### config.mk
export PLATFORM = sky130hd
export DESIGN_NAME = vector_reorder_pipe
export DESIGN_NICKNAME = d
export VERILOG_FILES = /design/src/rtl/vector_reorder_pipe.sv
export SDC_FILE = /design/constraint.sdc
export NUM_CORES = 1
export LEC_CHECK = 0
export ABC_CLOCK_PERIOD_IN_PS = 1500
export CAP_MARGIN = 20
export CORE_MARGIN = 5
export CORE_UTILIZATION = 33
export CTS_CLUSTER_DIAMETER = 50
export CTS_CLUSTER_SIZE = 25
export DETAILED_ROUTE_END_ITERATION = 10
export PLACE_DENSITY = 0.66
export SLEW_MARGIN = 20
export SYNTH_ARGS = -nofsm -noshare
export SYNTH_HDL_FRONTEND = slang
export SYNTH_SLANG_ARGS = --single-unit
### constraint.sdc
create_clock -name clk -period 1.5 [get_ports clk]
set_input_delay 0.45 -clock clk [delete_from_list [all_inputs] [get_ports clk]]
set_output_delay 0.45 -clock clk [all_outputs]
set_load 0.01 [all_outputs]
### src/rtl/vector_reorder_pipe.sv
// vector_reorder_pipe
//
// Two-stage pipelined bit/lane reordering unit with valid/ready handshakes
// on both sides. Each accepted word carries its own mode and rotate amount.
// The permuted result reaches the output two cycles after the input
// handshake. Under full flow the unit sustains one word per clock.
//
// Optional feature macro: VECTOR_REORDER_ROTATE_EN
//   defined     -> mode 5 (ROTL) is legal and a log2-stage barrel rotator is built
//   not defined -> no rotator exists, mode 5 is reported as illegal, in_rot ignored
//
// Parameters:
//   LANES   number of lanes (>= 2, even)
//   LANE_W  bits per lane (>= 1)
//
// Ports:
//   clk        rising-edge clock
//   rst_n      asynchronous active-low reset
//   in_valid   producer word valid
//   in_ready   unit accepts the producer word this cycle
//   in_data    input word, bit DATA_W-1 is the MSB
//   in_mode    permutation select, bound to the word at its handshake
//   in_rot     rotate-left amount for mode 5, bound to the word at its handshake
//   out_valid  output word valid
//   out_ready  consumer accepts the output word
//   out_data   permuted word (zero when out_err is set)
//   out_err    1 = the word used an illegal mode
//   xfer_cnt   completed output handshakes, wraps 0xFFFF -> 0

module vector_reorder_pipe #(
  parameter  int LANES  = 4,
  parameter  int LANE_W = 4,
  localparam int DATA_W = LANES * LANE_W,
  localparam int ROT_W  = $clog2(DATA_W)
) (
  input  logic              clk,
  input  logic              rst_n,
  input  logic              in_valid,
  output logic              in_ready,
  input  logic [DATA_W-1:0] in_data,
  input  logic [2:0]        in_mode,
  input  logic [ROT_W-1:0]  in_rot,
  output logic              out_valid,
  input  logic              out_ready,
  output logic [DATA_W-1:0] out_data,
  output logic              out_err,
  output logic [15:0]       xfer_cnt
);

  // Permutation codes; codes 6 and 7 fall into the illegal default.
  typedef enum logic [2:0] {
    MODE_PASS     = 3'd0,
    MODE_BITREV   = 3'd1,
    MODE_LANEREV  = 3'd2,
    MODE_INLANE   = 3'd3,
    MODE_SWAPHALF = 3'd4,
    MODE_ROTL     = 3'd5
  } mode_e;

  localparam int HALF_W = DATA_W / 2;

  // Stage 1: captured input word and its per-transaction controls.
  logic              r_s1Valid;
  logic [DATA_W-1:0] r_s1Data;
  mode_e             r_s1Mode;

  // Stage 2: permuted result and error flag, driven straight to the outputs.
  logic              r_s2Valid;
  logic [DATA_W-1:0] r_s2Data;
  logic              r_s2Err;
  logic [15:0]       r_xferCnt;

  logic              w_s1Ready;
  logic              w_s2Ready;
  logic              w_inFire;
  logic              w_outFire;

  logic [DATA_W-1:0] w_bitRev;
  logic [DATA_W-1:0] w_laneRev;
  logic [DATA_W-1:0] w_inLaneRev;
  logic [DATA_W-1:0] w_swapHalf;
  logic [DATA_W-1:0] w_permData;
  logic              w_permErr;

  // Ready chain: a stage can take a new word when it is empty or when its
  // current word leaves in the same cycle. This keeps full throughput with
  // no bubble, at the cost of a combinational path from out_ready to in_ready.
  assign w_s2Ready = !r_s2Valid || out_ready;
  assign w_s1Ready = !r_s1Valid || w_s2Ready;
  assign w_inFire  = in_valid && w_s1Ready;
  assign w_outFire = r_s2Valid && out_ready;

  assign in_ready  = w_s1Ready;
  assign out_valid = r_s2Valid;
  assign out_data  = r_s2Data;
  assign out_err   = r_s2Err;
  assign xfer_cnt  = r_xferCnt;

`ifdef VECTOR_REORDER_ROTATE_EN
  logic [ROT_W-1:0]  r_s1Rot;
  logic [DATA_W-1:0] w_rotData;

  // Rotate left by a compile-time constant amount; each barrel stage uses one.
  function automatic logic [DATA_W-1:0] rotlConst(input logic [DATA_W-1:0] value,
                                                  input int              amount);
    logic [DATA_W-1:0] result;
    result = '0;
    for (int i = 0; i < DATA_W; i++) begin
      result[i] = value[(i + DATA_W - amount) % DATA_W];
    end
    return result;
  endfunction

  // Barrel rotator: stage s rotates by 2^s mod DATA_W. Rotations compose
  // additively modulo DATA_W, so this yields rot mod DATA_W even when
  // DATA_W is not a power of two.
  always_comb begin
    w_rotData = r_s1Data;
    for (int s = 0; s < ROT_W; s++) begin
      if (r_s1Rot[s]) begin
        w_rotData = rotlConst(w_rotData, (1 << s) % DATA_W);
      end
    end
  end

  // Rotate amount travels with its word through stage 1.
  always_ff @(posedge clk or negedge rst_n) begin
    if (!rst_n) begin
      r_s1Rot <= '0;
    end else if (w_inFire) begin
      r_s1Rot <= in_rot;
    end
  end
`else
  // Without the rotator the rotate amount has no consumer.
  logic w_unusedRot;
  assign w_unusedRot = ^in_rot;
`endif

  // Full bit reversal across the whole word.
  always_comb begin
    w_bitRev = '0;
    for (int i = 0; i < DATA_W; i++) begin
      w_bitRev[i] = r_s1Data[DATA_W-1-i];
    end
  end

  // Lane reversal keeps bit order inside each lane; in-lane reversal keeps
  // lane order but flips bits inside every lane.
  always_comb begin
    w_laneRev   = '0;
    w_inLaneRev = '0;
    for (int k = 0; k < LANES; k++) begin
      for (int j = 0; j < LANE_W; j++) begin
        w_laneRev[k*LANE_W + j]   = r_s1Data[(LANES-1-k)*LANE_W + j];
        w_inLaneRev[k*LANE_W + j] = r_s1Data[k*LANE_W + LANE_W-1-j];
      end
    end
  end

  // LANES is even, so the word always splits into two equal halves.
  assign w_swapHalf = {r_s1Data[HALF_W-1:0], r_s1Data[DATA_W-1:HALF_W]};

  // Mode select. Illegal words are still delivered, but with zero data and
  // the error flag set, so the consumer sees every accepted transaction.
  always_comb begin
    w_permData = '0;
    w_permErr  = 1'b0;
    case (r_s1Mode)
      MODE_PASS:     w_permData = r_s1Data;
      MODE_BITREV:   w_permData = w_bitRev;
      MODE_LANEREV:  w_permData = w_laneRev;
      MODE_INLANE:   w_permData = w_inLaneRev;
      MODE_SWAPHALF: w_permData = w_swapHalf;
`ifdef VECTOR_REORDER_ROTATE_EN
      MODE_ROTL:     w_permData = w_rotData;
`else
      MODE_ROTL:     w_permErr  = 1'b1;
`endif
      default:       w_permErr  = 1'b1;
    endcase
  end

  // Stage 1 register. Whenever stage 1 can advance it either takes the new
  // input word or empties; the payload only changes on a real handshake,
  // so inputs wiggling while stalled are never captured.
  always_ff @(posedge clk or negedge rst_n) begin
    if (!rst_n) begin
      r_s1Valid <= 1'b0;
      r_s1Data  <= '0;
      r_s1Mode  <= MODE_PASS;
    end else if (w_s1Ready) begin
      r_s1Valid <= in_valid;
      if (in_valid) begin
        r_s1Data <= in_data;
        r_s1Mode <= mode_e'(in_mode);
      end
    end
  end

  // Stage 2 register. Holds its word steady while the consumer stalls.
  always_ff @(posedge clk or negedge rst_n) begin
    if (!rst_n) begin
      r_s2Valid <= 1'b0;
      r_s2Data  <= '0;
      r_s2Err   <= 1'b0;
    end else if (w_s2Ready) begin
      r_s2Valid <= r_s1Valid;
      if (r_s1Valid) begin
        r_s2Data <= w_permData;
        r_s2Err  <= w_permErr;
      end
    end
  end

  // Completed output handshakes, including illegal-mode words; wraps freely.
  always_ff @(posedge clk or negedge rst_n) begin
    if (!rst_n) begin
      r_xferCnt <= '0;
    end else if (w_outFire) begin
      r_xferCnt <= r_xferCnt + 16'd1;
    end
  end

endmodule

## Word level (Yosys, flattened, before mapping)

Cells that the tools add are included.

- $add $sub $neg: 1
- Equal/unequal tests: 4
- Mux-type cells: 2
- Reduce and logical (&&, ||, !) cells: 9

Operators by type and width:

| operator | count |
|---|---|
| case mux 16 bit (5 select lines) | 1 |
| adder 16 x 1 -> 16 bit, second input constant | 1 |
| equality test 3 x 2 -> 1 bit, second input constant | 2 |
| OR reduction 5 bit | 1 |
| AND reduction 2 bit | 2 |
| equality test 3 x 1 -> 1 bit, second input constant | 1 |
| equality test 3 bit, second input constant | 1 |
| zero test 3 bit | 1 |
| zero test 1 bit | 2 |
| logical OR 1 bit | 2 |
| logical AND 1 bit | 1 |
| two-way mux 1 bit | 1 |

- Bits in registers: 54
- Input bits: 27
- Logic and storage cells: 23

## Logic depth before layout (Yosys ltp)

- Word-level depth: 4
- Depth in mapped cells: 7

## Least setup slack after synthesis

No wires, ideal clock.

- Kind: input to register
- Start point: in out_ready
- End point: reg r_s1Data[10]
- Setup time: 0.128 ns
- Arrival: 1.424 ns
- Path slack: -0.051 ns
- Cell stages on the path: 4
- Cells stage by stage: nand3b_1 > nand2_2 > buf_4 > mux2_1

- Cells in the longest elaborated chain, start to end: 3

RTL lines:

| what | line | source |
|---|---|---|
| from (decl) | 44 | `input logic out_ready,` |
| logical OR 1 bit | 88 | `assign w_s2Ready = !r_s2Valid \|\| out_ready;` |
| logical OR 1 bit | 89 | `assign w_s1Ready = !r_s1Valid \|\| w_s2Ready;` |
| AND reduction 2 bit (no line) | - |  |
| to (signal assigned) | 195 | `r_s1Data <= in_data;` |
| to (decl) | 64 | `logic [DATA_W-1:0] r_s1Data;` |

Every way passes these cells.
A chain may end at the register's enable or synchronous reset.

## Worst setup path after layout

- Start point: reg r_s1Mode[1]
- End point: reg r_s2Data[14] (netlist: out_data[14])

- Cells in the longest elaborated chain, start to end: 2

RTL lines:

| what | line | source |
|---|---|---|
| from (decl) | 65 | `mode_e r_s1Mode;` |
| from (signal assigned) | 196 | `r_s1Mode <= mode_e'(in_mode);` |
| equality test 3 bit, or another cell as far along | 169 | `case (r_s1Mode)` |
| case mux 16 bit (5 select lines) (*) | 169 |  |
| to (signal assigned) | 210 | `r_s2Data <= w_permData;` |
| to (decl) | 69 | `logic [DATA_W-1:0] r_s2Data;` |

Every way passes the cells marked *; elsewhere a longest branch is shown, timed or not.

==> summary.txt <==
Finish
  – Fillers: 734
  – Nets: 342
  – Area Growth Syn to Fin: 40.94%
  – Share of cells above drive strength 1: 0.2921
  – Area of the multi-input gates: 0.001305 mm²
  – Sequential standard cell area: 0.001353 mm²
  – Diode count: 0

Timing
  – Unrepaired setup endpoints after global routing: yes
  – Fin. max-slew vios: 0
  – Rel. slew slack: 0.7829
  – Min Clock Period, post-route: 1.523 ns
  – Fin worst setup slack: -0.02334 ns
  – Worst-margin pin slew: ~0.33 ns
  – Final Hold Violating Endpoints: 0
  – Setup TNS: -0.03816 ns
  – Clock Skew: 0.008953 ns
  – Setup Viol. Count Final: 3
  – Maximum achievable frequency: 656.5 MHz
  – Fin crit share: 1.016

Detailed routing
  – Drt first pass iters: 4
  – Via density: ~4.8
  – Drt total wl: approximately 6200 µm
  – Remaining antenna violation count: 0
  – Iter 0 DRT Violations: roughly 140
  – WL/cell: 14.89 µm
  – # DRC: 0
  – DR vias: 1990

Floorplan
  – Core Area: 0.007807 mm²
  – I/O pin cnt: 62
  – Die Wd: between 90 and 100 µm
  – Cell row count: 32
  – Full die area: 0.009973 mm²
  – Starting density of the core: 0.3413
  – DIE HEIGHT: 99.87 µm

Status
  – Failing checks: setup timing
  – Status: finished, violations left

Synth
  – Ys async rst share: 1.000
  – Post-synthesis cell area: roughly 0.0027 mm²
  – Syn Inst Count: 228
  – Top cells by count, synth: dfrtp_1, nand2_1, nor2_1, a221o_1, mux2_2
  – Sequential share of the synthesized area: 0.5070
  – Seq cells post-synth: 54
  – Yosys Warn Count: 0
  – Xor and xnor area share after synthesis: 0.04930
  – Top-count cell post-synth: dfrtp_1
  – Post-synth EDFFs: 0
  – Synth area leader: dfrtp_1
  – Multiplexer share of the synthesized area: 0.1554
  – Syn_area_per_cell: roughly 12 µm²
  – Syn_nets: 256
  – Synth Area in Simple Gates: 0.1338
  – Post-synth top area share: 0.5070
  – Count of cell types in the netlist: 37
  – Largest family of logic cells by synthesized area: multiplexers
  – Synth Area in Compound Gates: 0.1122
  – Post-synthesis adder-cell area fraction: 0.004695
  – Main flop type after synthesis: dfrtp_1
  – Synth area leaders: dfrtp_1, mux2_2, mux2_4

Setup path
  – Max incr delay on CP: 0.48 ns
  – R2r endpoint: out_data[14]$_DFFE_PN0P_
  – CP arrival: 1.72 ns
  – CP Capture Type: flop
  – Critical Path Source Type: flop
  – Crit path to: out_data[14]$_DFFE_PN0P_
  – Flop-to-flop setup slack: -0.02 ns
  – Slowest cell on the critical path: dfrtp_2
  – Crit path max fanout: 6
  – R2R depth: 5
  – Crit path cell chain: clkbuf_16 -> mux2_4 -> nor2_1 -> a211oi_2 -> a221o_1
  – FF-to-FF Start: r_s1Mode[1]$_DFFE_PN0P_
  – WS Path Type: flop to flop
  – CP required: 1.70 ns
  – Critical Path Source: r_s1Mode[1]$_DFFE_PN0P_

GRT
  – Grt ovf: 0
  – Vias in the first global route: 1970
  – First-pass GRT wire length: 9756 µm
  – Global Route Usage Sum: 0.1224
  – Initial antenna violation count: 0
  – Pin count of the biggest net entering global routing: 55

Power and ir drop
  – Pwr Density: approximately 1200 mW/mm²
  – Leak Pwr: 0.001744 µW
  – Power Total: ~4600 µW
  – Peak supply drop: 0.3988 mV

Clock tree
  – Clock tree buffer depth: 2
  – Root Buffer: clkbuf_8
  – CTS sink cnt: 54
  – CTS tree: yes
  – CTS Hold Bufs: 0
  – Clock-pin slew on the worst setup and hold paths: 0.09 ns
  – CTS Buf Count: 5
  – Htree depth: 2
  – Worst-Skew Late Latency: 0.31 ns

Flow run
  – Max-cap violations: 0

Placement
  – Post-detail-place hpwl: 4460 µm
  – IO buf count: between 50 and 60
  – Final estimated routing congestion in global placement: roughly 0.80

Worst hold path
  – HP Class: input port to asynchronous set/reset pin
-- report_power, final --
part / total (µW) / switching (µW) / internal [µW] / leakage (µW)
sequential: 1970 / 222 / 1750 / 0.000671
clock: 963 / 465 / 498 / 0.0000514
combinational: 1680 / 776 / 907 / 0.00102
-- critical path, delay by kind of cell (launching register included) --
kind | cells | cell delay [ns]
AO/OA/AOI/OAI | 2 | 0.32
buffers and inverters | 1 | 0.19
flip-flops | 1 | 0.48
multiplexers | 1 | 0.30
AND/OR/NAND/NOR | 1 | 0.12
-- kinds of logic (layout without fill, tap and decap cells) --
| family | Yosys count | after routing |
|---|---|---|
| compound gates | 38 | 38 |
| fa+ha+maj | 1 | 1 |
| simple gates | 71 | 71 |
| buf+inv | 15 | 102 |
| mux | 34 | 34 |
| xor+xnor | 15 | 15 |
| flops | 54 | 54 |
-- metrics by stage --
stage / util / setup slack, ns / hold WS, ns / cells / area, µm²
after floorplan: - / 0.01592 / 0.1544 / 228 / 2674
after global placement: 0.4454 / -0.5719 / 0.4650 / 397 / 3477
after CTS: 0.4593 / 0.001529 / 0.1301 / 409 / 3586
final: 0.4811 / -0.02334 / 0.1167 / 417 / 3756
after global routing: 0.4811 / -0.07001 / 0.1388 / 417 / 3756
after detailed placement: 0.4454 / -0.5775 / 0.4707 / 397 / 3477
-- layer usage --
metal	vias to the layer above	global-route usage	share of wire
met2	28	0.1986	0.49
met3	6	0.02849	0.036
met4	0	0.05042	0.017
met5	-	0	0
li1	998	-	-
met1	958	0.1570	0.46
-- sequential cells by signal (all words and copies together), names as in the netlist --
name	cells
xfer_cnt	16
r_s1Mode	3
r_s1Valid	1
out_err	1
out_valid	1
r_s1Data	16
out_data	16
-- how the worst min path moves through the flow --
stage / startpoint / cells past startpoint / endpoint / slack [ns]
after global placement: rst_n / 2 / r_s1Data[2]$_DFFE_PN0P_ / 0.46
after floorplan: rst_n / 0 / out_data[0]$_DFFE_PN0P_ / 0.15
after global routing: rst_n / 2 / r_s1Data[13]$_DFFE_PN0P_ / 0.14
final: rst_n / 2 / r_s1Data[13]$_DFFE_PN0P_ / 0.12
after CTS: rst_n / 2 / r_s1Data[2]$_DFFE_PN0P_ / 0.13
after detailed placement: rst_n / 2 / r_s1Data[2]$_DFFE_PN0P_ / 0.47
-- layout by cell type (no fill, tap or decap), drive strengths merged, types with 5 or more instances in the layout --
cell type	instances
a211oi	11
a21oi	5
a221o	13
buf	35
clkbuf	8
clkdlybuf4s50	20
dfrtp	54
dlygate4sd2	32
mux2	32
nand2	26
nand2b	7
nand3	8
nor2	16
xnor2	12
-- timing repair --
action	in CTS	in global routing
setup endpoints to repair	67	18
resized for setup	46	22
setup buffers	4	6
pin swaps	0	7
cloned	0	2
-- area by class of cell --
cell class	count	share of cell area
clock buffer	6	0.01932
clock inverter	2	0.009993
inverter	3	0.003664
multi-input combinational	159	0.3474
sequential	54	0.3601
tap	102	0.03398
timing repair buffer	91	0.2255
No activity file was read; power rests on OpenSTA's default activity.
